==> src/rtl/rng_harvester.sv <==
// Von Neumann debiaser feeding a 4-deep nibble FIFO.
// A repetition-count health test latches a sticky fault and flushes.
module rng_harvester #(
  parameter int unsigned REP_LIMIT = 32
) (
  input  logic       clk,
  input  logic       reset,
  input  logic       raw_bit,
  input  logic       enable,
  input  logic       rd_req,
  output logic [3:0] rd_data,
  output logic       rd_valid,
  output logic [2:0] fifo_count,
  output logic       fault
);

  typedef enum logic {
    IDLE       = 1'b0,
    HAVE_FIRST = 1'b1
  } state_t;

  localparam logic [7:0] LIM = 8'(REP_LIMIT);

  state_t      r_state;
  state_t      w_state_n;
  logic        r_first;
  logic [2:0]  r_nib;
  logic [1:0]  r_bcnt;
  logic [3:0]  r_mem [4];
  logic [1:0]  r_wp;
  logic [1:0]  r_rp;
  logic [2:0]  r_cnt;
  logic [7:0]  r_rep;
  logic        r_prev;
  logic        r_fault;

  logic        w_latch;
  logic        w_emit;
  logic [7:0]  w_rep_n;
  logic        w_trip;
  logic        w_push;
  logic        w_pop;
  logic        w_push_ok;
  logic [3:0]  w_nib;

  always_comb begin
    w_rep_n = 8'd1;
    if (raw_bit == r_prev) begin
      w_rep_n = (r_rep == 8'hFF) ? r_rep : r_rep + 8'd1;
    end
  end

  assign w_trip = enable & ~r_fault & (w_rep_n >= LIM);

  always_comb begin
    w_state_n = r_state;
    w_latch   = 1'b0;
    w_emit    = 1'b0;
    if (!enable || r_fault || w_trip) begin
      w_state_n = IDLE;
    end else begin
      unique case (r_state)
        IDLE: begin
          w_state_n = HAVE_FIRST;
          w_latch   = 1'b1;
        end
        HAVE_FIRST: begin
          w_state_n = IDLE;
          w_emit    = (raw_bit != r_first);
        end
      endcase
    end
  end

  always_ff @(posedge clk or negedge reset) begin
    if (!reset) begin
      r_state <= IDLE;
      r_first <= 1'b0;
    end else begin
      r_state <= w_state_n;
      if (w_latch) r_first <= raw_bit;
    end
  end

  always_ff @(posedge clk or negedge reset) begin
    if (!reset) begin
      r_rep   <= '0;
      r_prev  <= 1'b0;
      r_fault <= 1'b0;
    end else if (enable) begin
      r_rep  <= w_rep_n;
      r_prev <= raw_bit;
      if (w_trip) r_fault <= 1'b1;
    end
  end

  // The emitted debiased bit is the first bit of the differing pair.
  assign w_nib  = {r_nib, r_first};
  assign w_push = w_emit & (r_bcnt == 2'd3);

  always_ff @(posedge clk or negedge reset) begin
    if (!reset) begin
      r_nib  <= '0;
      r_bcnt <= '0;
    end else if (w_trip) begin
      r_nib  <= '0;
      r_bcnt <= '0;
    end else if (w_emit) begin
      r_nib  <= w_nib[2:0];
      r_bcnt <= r_bcnt + 2'd1;
    end
  end

  assign w_pop     = rd_req & (r_cnt != 3'd0) & ~r_fault;
  assign w_push_ok = w_push & ((r_cnt != 3'd4) | w_pop);

  always_ff @(posedge clk or negedge reset) begin
    if (!reset) begin
      r_wp  <= '0;
      r_rp  <= '0;
      r_cnt <= '0;
      for (int i = 0; i < 4; i++) r_mem[i] <= '0;
    end else if (w_trip) begin
      r_wp  <= '0;
      r_rp  <= '0;
      r_cnt <= '0;
    end else begin
      if (w_push_ok) begin
        r_mem[r_wp] <= w_nib;
        r_wp        <= r_wp + 2'd1;
      end
      if (w_pop) r_rp <= r_rp + 2'd1;
      case ({w_push_ok, w_pop})
        2'b10:   r_cnt <= r_cnt + 3'd1;
        2'b01:   r_cnt <= r_cnt - 3'd1;
        default: r_cnt <= r_cnt;
      endcase
    end
  end

  assign rd_valid   = (r_cnt != 3'd0) & ~r_fault;
  assign rd_data    = rd_valid ? r_mem[r_rp] : 4'h0;
  assign fifo_count = r_cnt;
  assign fault      = r_fault;

endmodule

==> config.mk <==
export PLATFORM = sky130hd
export DESIGN_NAME = rng_harvester
export DESIGN_NICKNAME = d
export VERILOG_FILES = /design/src/rtl/rng_harvester.sv
export SDC_FILE = /design/constraint.sdc
export NUM_CORES = 1
export LEC_CHECK = 0
export BUFFER_PORTS_ARGS = -buffer_cell sky130_fd_sc_hd__clkbuf_2
export CORE_ASPECT_RATIO = 0.9
export CORE_MARGIN = 1.5
export CORE_UTILIZATION = 49
export CTS_CLUSTER_SIZE = 30
export DETAILED_ROUTE_END_ITERATION = 8
export PLACE_DENSITY = 0.74
export SLEW_MARGIN = 20
export SYNTH_ARGS = -nofsm -noshare
export SYNTH_HDL_FRONTEND = slang
export SYNTH_SLANG_ARGS = --single-unit
==> constraint.sdc <==
create_clock -name clk -period 4.1 [get_ports clk]
set_input_delay 0.205 -clock clk [delete_from_list [all_inputs] [get_ports clk]]
set_output_delay 0.205 -clock clk [all_outputs]
set_load 0.02 [all_outputs]
* Word level (Yosys, flattened, before mapping)
Index checks and enable logic that the tools add are counted.
** Word-level totals
- Register bits after elaboration :: 40
- Input port bits :: 5
- Output and inout port bits :: 9
- Word-level logic and storage cells :: 80
** Cells by class
- Add/subtract/negate cells :: 6
- Order comparisons :: 4
- Equal/unequal tests :: 7
- Muxes and demuxes :: 25
- Bitwise operators :: 13
- Reductions and logical operators :: 11
** Operator list (number)
- bitwise mux 16 bit :: 1
- 2-to-1 mux 4 bit :: 4
- 2-to-1 mux 8 bit :: 2
- 2-to-1 mux 2 bit :: 6
- 2-to-1 mux 3 bit :: 3
- adder 8 x 1 -> 8 bit, second input constant :: 1
- binary-select mux 4 bit (select 2 bit) :: 1
- demux 4 bit (select 2 bit) :: 1
- == test 8 bit, second input constant :: 1
- greater-or-equal comparator 8 x 6 -> 1 bit, second input constant :: 1
- AND 1 bit :: 7
- adder 2 x 1 -> 2 bit, second input constant :: 3
- greater-or-equal comparator 3 bit, second input constant :: 2
- inverter 2 -> 3 bit :: 2
- one-hot mux 3 bit (2 select lines) :: 1
- nonzero test 2 bit :: 3
- nonzero test 3 bit :: 2
- 2-to-1 mux 1 bit :: 5
- == test 2 bit, second input constant :: 2
- AND reduction 2 bit :: 2
- adder 3 x 1 -> 3 bit, second input constant :: 1
- < comparator 3 x 1 -> 1 bit, second input constant :: 1
- != test 3 bit, second input constant :: 1
- inverter 1 bit :: 3
- other kinds (9) :: 10

* Depth between registers and ports, before layout
Gate-level depths: netlist of run 1.
- Word-level depth :: 12
- Mapped depth :: 11
- Mapped depth without buffers :: 11

* Worst setup path after synthesis of run 1
OpenSTA, ideal clock, no wires.
- Path type :: reg2reg
- Start :: register r_cnt[1], in the netlist fifo_count[1]
- End :: register r_cnt[2], in the netlist fifo_count[2]
- Setup time :: 0.136 ns
- Data arrival time :: 2.530 ns
- Data required time :: 3.964 ns
- Slack :: 1.433 ns
- Stages on the path, launching flop included :: 10
- Path buffers :: 0
- Period minus slack after synthesis :: 2.667 ns
- Cells stage by stage :: dfrtp_1 or3b_2 o2111a_1 o31a_1 a21boi_2 inv_1 fa_1 nor4_1 o21a_1 nor3_1
** On the way
- Cells in the longest elaborated chain, start to end :: 8
- Elaborated cells on any way between the ends :: 13
- Those cells by class :: add/sub (2); eq/ne (3); mux (2); bitwise (4); reduce/logical (2)
** Ends and longest elaborated chain
- start: declaration :: line 32 : logic [2:0] r_cnt;
- start signal: assignment :: line 134 : 2'b10: r_cnt <= r_cnt + 3'd1;
- start signal: assignment :: line 135 : 2'b01: r_cnt <= r_cnt - 3'd1;
- start signal: assignment :: line 136 : default: r_cnt <= r_cnt;
- nonzero test 3 bit :: line 114 : assign w_pop = rd_req & (r_cnt != 3'd0) & ~r_fault;
- AND 1 bit (2 in a row) :: line 114
- OR 1 bit :: line 115 : assign w_push_ok = w_push & ((r_cnt != 3'd4) | w_pop);
- AND 1 bit :: line 115
- == test 2 x 1 -> 1 bit / == test 2 bit (equally long branches) :: line 133 : case ({w_push_ok, w_pop})
- one-hot mux 3 bit (2 select lines) :: line 133
- 2-to-1 mux 3 bit :: line 123 : end else if (w_trip) begin
Several ways; a longest one is shown, not always the timed one.
A chain may end at the register's enable or synchronous reset.

* Worst setup path after layout of run 1
- Start :: register r_rep[0]
- End :: register r_cnt[2], in the netlist fifo_count[2]
** On the way
- Cells in the longest elaborated chain, start to end :: 12
- Elaborated cells on any way between the ends :: 15
- Those cells by class :: add/sub (1); order compare (1); eq/ne (3); mux (5); bitwise (3); reduce/logical (2)
** Ends and longest elaborated chain
- start: declaration :: line 33 : logic [7:0] r_rep;
- start signal: assignment :: line 91 : r_rep <= w_rep_n;
- adder 8 x 1 -> 8 bit / == test 8 bit (equally long branches) :: line 49 : w_rep_n = (r_rep == 8'hFF) ? r_rep : r_rep + 8'd1;
- 2-to-1 mux 8 bit * :: line 49
- 2-to-1 mux 8 bit * :: line 48 : if (raw_bit == r_prev) begin
- greater-or-equal comparator 8 x 6 -> 1 bit * :: line 53 : assign w_trip = enable & ~r_fault & (w_rep_n >= LIM);
- AND 1 bit * :: line 53
- logical OR 1 bit :: line 59 : if (!enable || r_fault || w_trip) begin
- 2-to-1 mux 1 bit :: line 59
- AND 1 bit :: line 99 : assign w_push = w_emit & (r_bcnt == 2'd3);
- AND 1 bit :: line 115
- == test 2 x 1 -> 1 bit / == test 2 bit (equally long branches) :: line 133
- one-hot mux 3 bit (2 select lines) :: line 133
- 2-to-1 mux 3 bit :: line 123
Mark *: on every way between the ends. The rest lies on a longest branch, timed or not.

==> results_dict.tcl, run 1 <==
set metrics [dict create \
    status "finished, final reports clean" \
    cts.htree.levels 2 \
    yosys.cell_types.count 51 \
    core-area_sq_um 4461 \
    fin_crit_ps 2779 \
    syn_area_sq_um 2266 \
    synthMuxAreaShare_pct 18.39 \
    grtUsageTotal_pct 19.08 \
    vdd_drop_max_uv 238.0 \
    crit_fanout 5 \
    grt.busiest_layer "met1" \
    die-area_sq_um 5042 \
    seq_area_frac_synth_pct 44.17 \
    post_cts_buffers 0 \
    cts-hold-fix-buffers 0 \
    end_kind "flop" \
    row_count 23 \
    tns_ps 0 \
    hold_viol 0 \
    grt_max_degree 41 \
    start_kind "flop" \
    setup_viol 0 \
    num_vias 1367 \
    intPower_mw 0.7308 \
    diodes 0 \
    crit_arrival_ps 2940 \
    cts_sinks 40 \
    avgSynthCellArea_sq_um 12.66 \
    min_path_type "input port to async pin" \
    syn-instance-count 179 \
    synthSimpleGateAreaFrac_pct 18.55 \
    max-slew-margin-rel_pct 39.03 \
    timing.hold.ws_ps 26.61 \
    rrSetupSlack_ps 1320 \
    maxCapViolCount 0 \
    startpoint "r_rep[0]" \
    grt_use_met1_pct 29.29 \
    ys_seq_elements 40 \
    worst_slack_ps 1321 \
    die_x_um 74.68 \
    clkTransAtPathRegs_ps 80 \
    drive_gt1_share_pct 33.84 \
    crit_slowest_cell "dfrtp_1" \
    dieHeight_um 67.51 \
    ys_async_sr_fraction_pct 100.0 \
    r2r-start "r_rep[0]" \
    cp-endpoint "fifo_count[2]" \
    clock_path_buffers 2 \
    p_leak_nw 1.163 \
    cts-resized-gates 0 \
    power_frac_comb_pct 25.9 \
    overflow 0 \
    first_global_vias 1367 \
    gp_congestion 0.8400 \
    start_util_pct 50.80 \
    yosysWarningCount 0 \
    antenna_left 0 \
    p_clk_share_pct 23.3 \
    synth-adder-area-share_pct 4.197 \
    tightest_slew_ps 914.5 \
    synth_xor_area_share_pct 4.307 \
    crit_required_ps 4260 \
    port_buffers 13 \
    max_stage_delay_ps 430 \
    place_ws_ps 1355 \
    drt_iter0_drc 52 \
    antenna_found_initial 0 \
    rsz0062_at_grt "no" \
    setup.worst_path.class "flop to flop" \
    use_met3_pct 3.582 \
    dp_hpwl_mm 2.921 \
    p_sw_share_pct 36.22 \
    drc 0 \
    grt_use_met2_pct 27.12 \
    worstRegToRegCells 10 \
    cts_buffers 5 \
    io-pin-count 14 \
    grt_pass1_wl_mm 6.989 \
    nets 209 \
    syn_nets 191 \
    max_freq_mhz 359.8 \
    finalCritPeriodShare_pct 67.78 \
    syn2layout_area_growth_pct 10.05 \
    cts_root_buf "clkbuf_8" \
    skew_ps 7.340 \
    ys.flop_type "dfrtp_1" \
    worstSkewPairLatency_ps 290 \
    p_switching_mw 0.4150 \
    seqPwrFrac_pct 50.8 \
    cp_cell_sequence "ha_1, and3_4, a311oi_2, o31a_1, a21boi_2, inv_1, fa_1, nor4_1, o21a_1, nor3_1" \
    power_per_cell_area_nw_per_um2 459.5 \
    report.final.slew_viol_count 0 \
    synth_edf_count 0 \
    wl_per_cell_um 15.53 \
    fillers 388 \
    via_per_inst 5.258 \
    synth_top_family_by_area "simple AND/OR/NAND/NOR gates" \
    drt-total-wl_mm 4.038 \
    synth_compound_gate_area_share_pct 9.056 \
    cts_tree "built" \
    timing.rr.end "fifo_count[2]" \
    drtPass1Iterations 4 \
]
cell type report:
class | count | area [sq um] | area share [%]
Clock inverter | 3 | 23.77 | 0.9533
Inverter | 6 | 22.52 | 0.9032
Tap cell | 62 | 77.57 | 3.111
Clock buffer | 5 | 68.82 | 2.760
Sequential cell | 40 | 1001 | 40.14
Timing Repair Buffer | 13 | 65.06 | 2.609
Multi-Input combinational cell | 131 | 1235 | 49.52
synthesized netlist by cell type, types with 2 or more instances:
cell type / n / area (sq um)
xor2_1: 3 / 26.28
mux2i_1: 3 / 30.03
nor3b_1: 2 / 15.01
nand2b_1: 3 / 18.77
inv_1: 6 / 22.52
and2_1: 6 / 37.54
clkbuf_1: 2 / 7.510
mux4_2: 4 / 90.09
o21ai_0: 4 / 20.02
nor2_1: 14 / 52.55
nand2_1: 10 / 37.54
nor3_1: 6 / 30.03
nor2_2: 2 / 12.51
mux2_4: 16 / 240.2
ha_1: 6 / 75.07
xnor2_1: 5 / 43.79
nand2_4: 4 / 45.04
mux2_2: 5 / 56.30
nand3_1: 4 / 20.02
a21oi_1: 3 / 15.01
nand4_1: 2 / 12.51
dfrtp_1: 40 / 1001
registers in the layout, indices dropped and copies added, names as in the netlist:
signal      count
r_prev          1
r_nib           3
r_state         1
r_rp            2
r_first         1
fault           1
r_bcnt          2
fifo_count      3
r_rep           8
r_mem          16
r_wp            2
per-stage QoR:
stage / area [sq um] / utilization, % / cells / total power [mW]
2_1_floorplan: 2266 / - / 179 / 0.7924
3_3_place_gp: 2401 / 53.83 / 252 / 0.8713
3_5_place_dp: 2401 / 53.83 / 252 / 0.8878
4_1_cts: 2494 / 55.90 / 260 / 1.156
5_1_grt: 2494 / 55.90 / 260 / 1.226
6_report: 2494 / 55.90 / 260 / 1.146
how the worst min path moves through the flow:
stage	startpoint	to	depth (start not counted)
floorplan	reset	fault	0
global placement	reset	r_rep[7]	1
detailed placement	reset	fifo_count[0]	1
CTS	reset	r_rep[7]	1
global route	reset	r_bcnt[0]	1
finish	reset	r_rep[7]	1
power groups by stage:
stage | Clock [mW] | Combinational (mW) | Sequential (mW)
floorplan | 0 | 0.225 | 0.568
global placement | 0 | 0.289 | 0.582
detailed placement | 0 | 0.298 | 0.590
CTS | 0.273 | 0.301 | 0.583
global route | 0.292 | 0.337 | 0.598
finish | 0.267 | 0.296 | 0.583
layout by cell type (no fill, tap or decap), drive strengths merged, types with 3 or more instances in the layout:
cell and n:
a21oi 4, ha 6, xor2 4, clkbuf 17
xnor2 5, and2 7, nand2 14, mux2i 3
nand3 4, nor2 17, o21ai 4, nand2b 3
mux4 4, inv 6, mux2 21, dfrtp 40
nor3 8
critical path: cells and delay by family (launching register included):
kind	cells	cell delay, ps
AO/OA/AOI/OAI	4	920
adder cells (fa/ha/maj)	2	600
buffers and inverters	1	80
flip-flops	1	430
AND/OR/NAND/NOR	3	620
layer usage:
metal / wire length (um) / up-vias
li1: - / 675
met3: 79 / 4
met1: 2123 / 677
met2: 1788 / 11
met5: 0 / -
met4: 48 / 0
logic make-up (layout without fill, tap and decap cells):
| group | after synthesis | in the layout |
|---|---|---|
| fa+ha+maj | 7 | 7 |
| buf+inv | 8 | 27 |
| flops | 40 | 40 |
| simple gates | 66 | 66 |
| mux | 28 | 28 |
| compound gates | 21 | 21 |
| xor+xnor | 9 | 9 |
No activity file was read; power rests on OpenSTA's default activity.
==> run 2, diff against run 1 <==
==> constraint.sdc (replaced) <==
create_clock -name clk -period 2.6 [get_ports clk]
set_input_delay 0.13 -clock clk [delete_from_list [all_inputs] [get_ports clk]]
set_output_delay 0.13 -clock clk [all_outputs]
set_load 0.02 [all_outputs]
==> run 2 against run 1 <==
Compared with the run above: core utilization increased by 3.9 points; clock skew increased by 5.3 ps; largest power group unchanged; largest cell class unchanged; highest routed layer unchanged; routed wire length rose by 2.0%; critical path type unchanged; critical endpoint unchanged.
==> results_dict.tcl, run 2 (synthesis results as in run 1) <==
set metrics [dict create \
    tightest_slew_ps 588.8 \
    num_vias 1449 \
    antenna_left 0 \
    row_count 23 \
    power_mw 1.904 \
    io-pin-count 14 \
    finalCritPeriodShare_pct 95.61 \
    nets 225 \
    cts_root_buf "clkbuf_8" \
    skew_ps 12.63 \
    maxCapViolCount 0 \
    fin_util_pct 59.80 \
    start_util_pct 50.80 \
    first_global_vias 1315 \
    syn2layout_area_growth_pct 17.73 \
    layout.cells.most_common "dfrtp_1" \
    drt-total-wl_mm 4.117 \
    dp_hpwl_mm 2.971 \
    cts_tree "built" \
    core-area_sq_um 4461 \
    crit_required_ps 2760 \
    final_cell_mix "dfrtp_1 (37), mux2_4 (16), buf_4 (14)" \
    antenna_found_initial 0 \
    die-area_sq_um 5042 \
    fin_crit_ps 2486 \
    reg_top3 "r_mem (16), r_rep (8)" \
    wl_per_cell_um 14.92 \
    start_kind "flop" \
    power_per_cell_area_nw_per_um2 713.9 \
    instances_no_fill 276 \
    drc 0 \
    cts.htree.levels 2 \
    dp_cells 263 \
    port_buffers 13 \
    hold_viol 0 \
    report.final.slew_viol_count 0 \
    crit_fanout 5 \
    drive_gt1_share_pct 42.06 \
    status "finished, final reports clean" \
    grtUsageTotal_pct 17.81 \
    p_leak_nw 1.251 \
    max-slew-margin-rel_pct 60.74 \
    dieHeight_um 67.51 \
    drtPass1Iterations 4 \
    min_path_type "input port to flop" \
    via_per_inst 5.250 \
    overflow 0 \
    cts_sinks 40 \
    top_register "r_mem" \
    largest_reg_flops 16 \
    max_freq_mhz 402.3 \
    end_kind "flop" \
    cts_buffers 5 \
    setup_viol 0 \
    setup.worst_path.class "flop to flop" \
    crit_arrival_ps 2640 \
    diodes 0 \
    grt_pass1_wl_mm 6.568 \
    vdd_drop_max_uv 383.0 \
    drt_iter0_drc 87 \
    gp_congestion 0.8070 \
    clkTransAtPathRegs_ps 80 \
    worstSkewPairLatency_ps 290 \
    die_x_um 74.68 \
    grt_max_degree 41 \
    clock_path_buffers 2 \
]
## run 2: worst max-delay path, stage by stage (launching register included)
cell and delay [ps]:
dfrtp_1 420, ha_2 210, and3_4 200, a311oi_2 100, o31a_1 300, a21boi_2 180
inv_2 50, fa_2 380, nor4_4 300, o21a_1 160, nor3_1 40
## run 2: where the power goes
group / switching, mW / internal, mW / leakage [nW] / total (mW)
Combinational: 0.287 / 0.282 / 0.683 / 0.569
Sequential: 0.164 / 0.744 / 0.523 / 0.908
Clock: 0.212 / 0.216 / 0.0445 / 0.427
Total: 0.663 / 1.24 / 1.25 / 1.90
## run 2: path summary, 6_finish.rpt
| kind | slack (ps) | startpoint | cells past startpoint | to |
|---|---|---|---|---|
| setup / recovery | 110 | r_rep[1] | 10 | fifo_count[2] |
| hold / removal | 230 | raw_bit | 2 | r_prev |
| setup reg to reg | 110 | r_rep[1] | 10 | fifo_count[2] |
| hold reg to reg | 490 | r_state | 1 | r_state |
| max in group asynchronous | 1730 | reset | 3 | r_mem[6] |
| min in group asynchronous | 370 | reset | 2 | fifo_count[1] |
## run 2: metal layers
layer | vias to the layer above | part of all wire, % | GRT usage, %
met2 | 23 | 45 | 25.22
li1 | 709 | - | -
met1 | 710 | 51 | 26.38
met5 | - | 0 | 0
met3 | 7 | 2.7 | 4.179
met4 | 0 | 1.4 | 6.591
## run 2: cell type report
| type | count | area, sq um |
|---|---|---|
| Fill cell | 370 | 1793 |
| Multi-Input combinational cell | 131 | 1261 |
| Sequential cell | 40 | 1005 |
| Timing Repair Buffer | 29 | 207.7 |
| Clock buffer | 7 | 86.33 |
| Tap cell | 62 | 77.57 |
| Inverter | 6 | 22.52 |
| Clock inverter | 1 | 7.507 |
## run 2: through the flow
stage	setup WS, ps	hold WS, ps	instance area, sq um	TNS [ps]
floorplan	1.067	-165.6	2278	0
global placement	80.68	335.9	2496	0
detailed placement	10.50	331.9	2496	0
CTS	12.76	14.91	2590	0
global route	-3.784	228.6	2668	-3.784
finish	114.3	225.5	2668	0
## run 2: repair_timing
action	in CTS	in global routing
resized for setup	0	6
hold buffers	0	1
endpoints found under the hold margin	0	21
pin swaps	1	9
setup buffers	0	3
endpoints found under the setup margin	1	1
==> run 3, diff against run 2 <==
--- a/config.mk
+++ b/config.mk
@@ -5,13 +5,14 @@
 export SDC_FILE = /design/constraint.sdc
 export NUM_CORES = 1
 export LEC_CHECK = 0
+export ABC_AREA = 1
 export BUFFER_PORTS_ARGS = -buffer_cell sky130_fd_sc_hd__clkbuf_2
 export CORE_ASPECT_RATIO = 0.9
 export CORE_MARGIN = 1.5
-export CORE_UTILIZATION = 49
-export CTS_CLUSTER_SIZE = 30
+export CORE_UTILIZATION = 30
+export CTS_CLUSTER_SIZE = 16
 export DETAILED_ROUTE_END_ITERATION = 8
-export PLACE_DENSITY = 0.74
+export PLACE_DENSITY = 0.52
 export SLEW_MARGIN = 20
 export SYNTH_ARGS = -nofsm -noshare
 export SYNTH_HDL_FRONTEND = slang
==> run 3 against run 2 <==
Compared with the run above: via count rose by 12%; the run now ends with hold timing left; routed wire length rose by 4.6%; fmax rose by 7.4%; largest power group unchanged; critical path type unchanged; sequential share of layout area rose by 4.2 points; clock skew fell by 4.1 ps; combinational power fell by 84%; global-route usage fell by 4.4 points; area after synthesis fell by 8.8%; sequential power fell by 26%; cell count rose by 30%; critical path depth rose by 6.
==> results_dict.tcl, run 3 <==
set metrics [dict create \
    status "complete, but fails checks" \
    violations "hold timing" \
    avgSynthCellArea_sq_um 8.363 \
    layout.cells.most_common "nand2_1" \
    ys_seq_elements 40 \
    synth.area.top_cells "dfrtp_1 (48%), nand2_1 (11%), o21ai_0 (8.2%), inv_1 (5.1%), nor2_1 (5.1%)" \
    timing.hold.ws_ps -33.87 \
    die-area_sq_um 7393 \
    dieHeight_um 81.72 \
    clkTransAtPathRegs_ps 90 \
    num_vias 1620 \
    p_leak_nw 1.209 \
    cp_cell_sequence "ha_2, nand3_2, nor2_2, nand2_1, nand3_1, nand2_1, nand3_2, nor2_4, nand3_4, nand2_4, fa_2, xor2_2, nand3_1, nand2_1, nand2_1, nand2_1" \
    rrSetupSlack_ps 280 \
    cts-hold-fix-buffers 0 \
    crit_slowest_cell "dfrtp_1" \
    syn_area_sq_um 2066 \
    dp_hpwl_mm 3.089 \
    setup.worst_path.class "flop to flop" \
    finalCritPeriodShare_pct 89.05 \
    tightest_slew_ps 912.4 \
    maxCapViolCount 0 \
    grt_pass1_wl_mm 7.776 \
    die_x_um 90.47 \
    hold_viol 40 \
    cts_tree "built" \
    io-pin-count 14 \
    syn-instance-count 247 \
    via_per_inst 4.513 \
    drt-total-wl_mm 4.305 \
    clock_path_buffers 2 \
    worstSkewPairLatency_ps 300 \
    start_util_pct 31.20 \
    grt_max_degree 41 \
    ys_async_sr_fraction_pct 100.0 \
    core-area_sq_um 6621 \
    synth_top_area_share_pct 48.46 \
    place_area_sq_um 2255 \
    largest_reg_flops 16 \
    drive_gt1_share_pct 15.24 \
    synth_edf_count 0 \
    top_register "r_mem" \
    cts_sinks 40 \
    yosys.cell_types.count 31 \
    start_kind "flop" \
    antenna_found_initial 0 \
    antenna_left 0 \
    drc 0 \
    crit_arrival_ps 2500 \
    grtUsageTotal_pct 13.41 \
    synthMostInstantiatedCell "nand2_1" \
    ys.flop_type "dfrtp_1" \
    max_stage_delay_ps 400 \
    diodes 0 \
    synthSimpleGateAreaFrac_pct 26.77 \
    max-slew-margin-rel_pct 39.17 \
    yosysWarningCount 0 \
    reg_top3 "r_mem (16), r_rep (8)" \
    overflow 0 \
    final_cell_mix "nand2_1 (58), dfrtp_1 (40), o21ai_0 (34)" \
    cts_root_buf "clkbuf_8" \
    synth_xor_area_share_pct 1.696 \
    seq_area_frac_synth_pct 48.46 \
    max_freq_mhz 431.9 \
    vdd_drop_max_uv 274.2 \
    end_kind "flop" \
    nets 280 \
    stdcell_area_sq_um 2389 \
    rsz0062_at_grt "no" \
    synth_top_family_by_area "simple AND/OR/NAND/NOR gates" \
    cpMostUsedCell "nand2_1" \
    synth_compound_gate_area_share_pct 12.60 \
    wl_per_cell_um 11.99 \
    worst_slack_ps 284.7 \
    tns_ps 0 \
    first_global_vias 1639 \
    crit_fanout 4 \
    port_buffers 13 \
    syn_nets 259 \
    synthMuxAreaShare_pct 0 \
    report.final.slew_viol_count 0 \
    cts.htree.levels 2 \
    drt_iter0_drc 84 \
    skew_ps 8.536 \
    power_per_cell_area_nw_per_um2 548.1 \
    crit_required_ps 2790 \
    gp_congestion 0.7747 \
    drtPass1Iterations 4 \
    cts_buffers 5 \
    fin_util_pct 36.07 \
    setup_viol 0 \
    synth-adder-area-share_pct 4.603 \
    synthTopCellsByCount "nand2_1 (58), dfrtp_1 (40), o21ai_0 (34)" \
    yosys.area.top_type "dfrtp_1" \
    fin_crit_ps 2315 \
    min_path_type "input port to async pin" \
    syn2layout_area_growth_pct 15.63 \
    row_count 28 \
    place_ws_ps 209.0 \
]
==> run 3: changes by cell type after synthesis, sizes merged, moves of 7 or more <==
cell / before / now
nor2: 17 / 32
mux2: 21 / 0
nand3: 4 / 13
o21ai: 4 / 35
nand2: 14 / 64
and2: 7 / 0
inv: 6 / 28
==> run 3: layer usage <==
layer	global-route usage, %	vias up	part of all wire [%]
met1	16.90	766	51
met5	0	-	0
met2	22.56	12	45
li1	-	836	-
met3	2.407	6	1.9
met4	6.349	0	2.0
==> run 3: cell type report <==
class / instances / area [sq um]
sequential: 40 / 1001
clock inverter: 2 / 38.79
fill: 699 / 4233
timing repair buffer: 15 / 80.08
tap: 90 / 112.6
multi-input combinational: 176 / 955.9
inverter: 30 / 117.6
clock buffer: 6 / 82.58
==> run 3: worst paths after layout <==
kind,from,endpoint,cells after the start
setup / recovery,r_rep[0],fifo_count[2],16
hold / removal,reset,fifo_count[0],1
min in group clk,raw_bit,r_prev,3
max in group asynchronous,reset,r_nib[2],1
setup reg to reg,r_rep[0],fifo_count[2],16
hold reg to reg,r_mem[10],r_mem[10],2
==> run 3: critical path, delay by kind of cell, from the launching register on <==
| family | cells | cell delay, ps |
|---|---|---|
| adders and majority gates | 2 | 570 |
| and+or+nand+nor | 13 | 1070 |
| DFF | 1 | 400 |
| xor gates and xnor gates | 1 | 150 |
==> run 3: logic make-up after synthesis <==
kind of cell,count (synthesis)
and+or+nand+nor,116
AOI/OAI and AO/OA,49
DFF,40
buffers and inverters,31
adders and majority gates,7
xor gates and xnor gates,4
==> run 3: timing repair <==
action / CTS / global route
gates resized for setup: 0 / 3
setup endpoints to repair: 0 / 1
setup buffers: 0 / 0
==> run 3: report_power, final <==
part	switching [mW]	internal, mW	total, mW
Combinational	0.0587	0.0322	0.0909
Sequential	0.0266	0.642	0.669
Clock	0.236	0.314	0.550
Total	0.321	0.988	1.31
==> run 3: stage by stage <==
step	hold slack, ps	std cells	power, mW
6_report	-33.87	359	1.309
5_1_grt	41.23	359	1.372
4_1_cts	40.08	359	1.327
3_5_place_dp	368.1	351	0.7733
3_3_place_gp	359.5	351	0.7716
2_1_floorplan	-165.6	247	0.7355
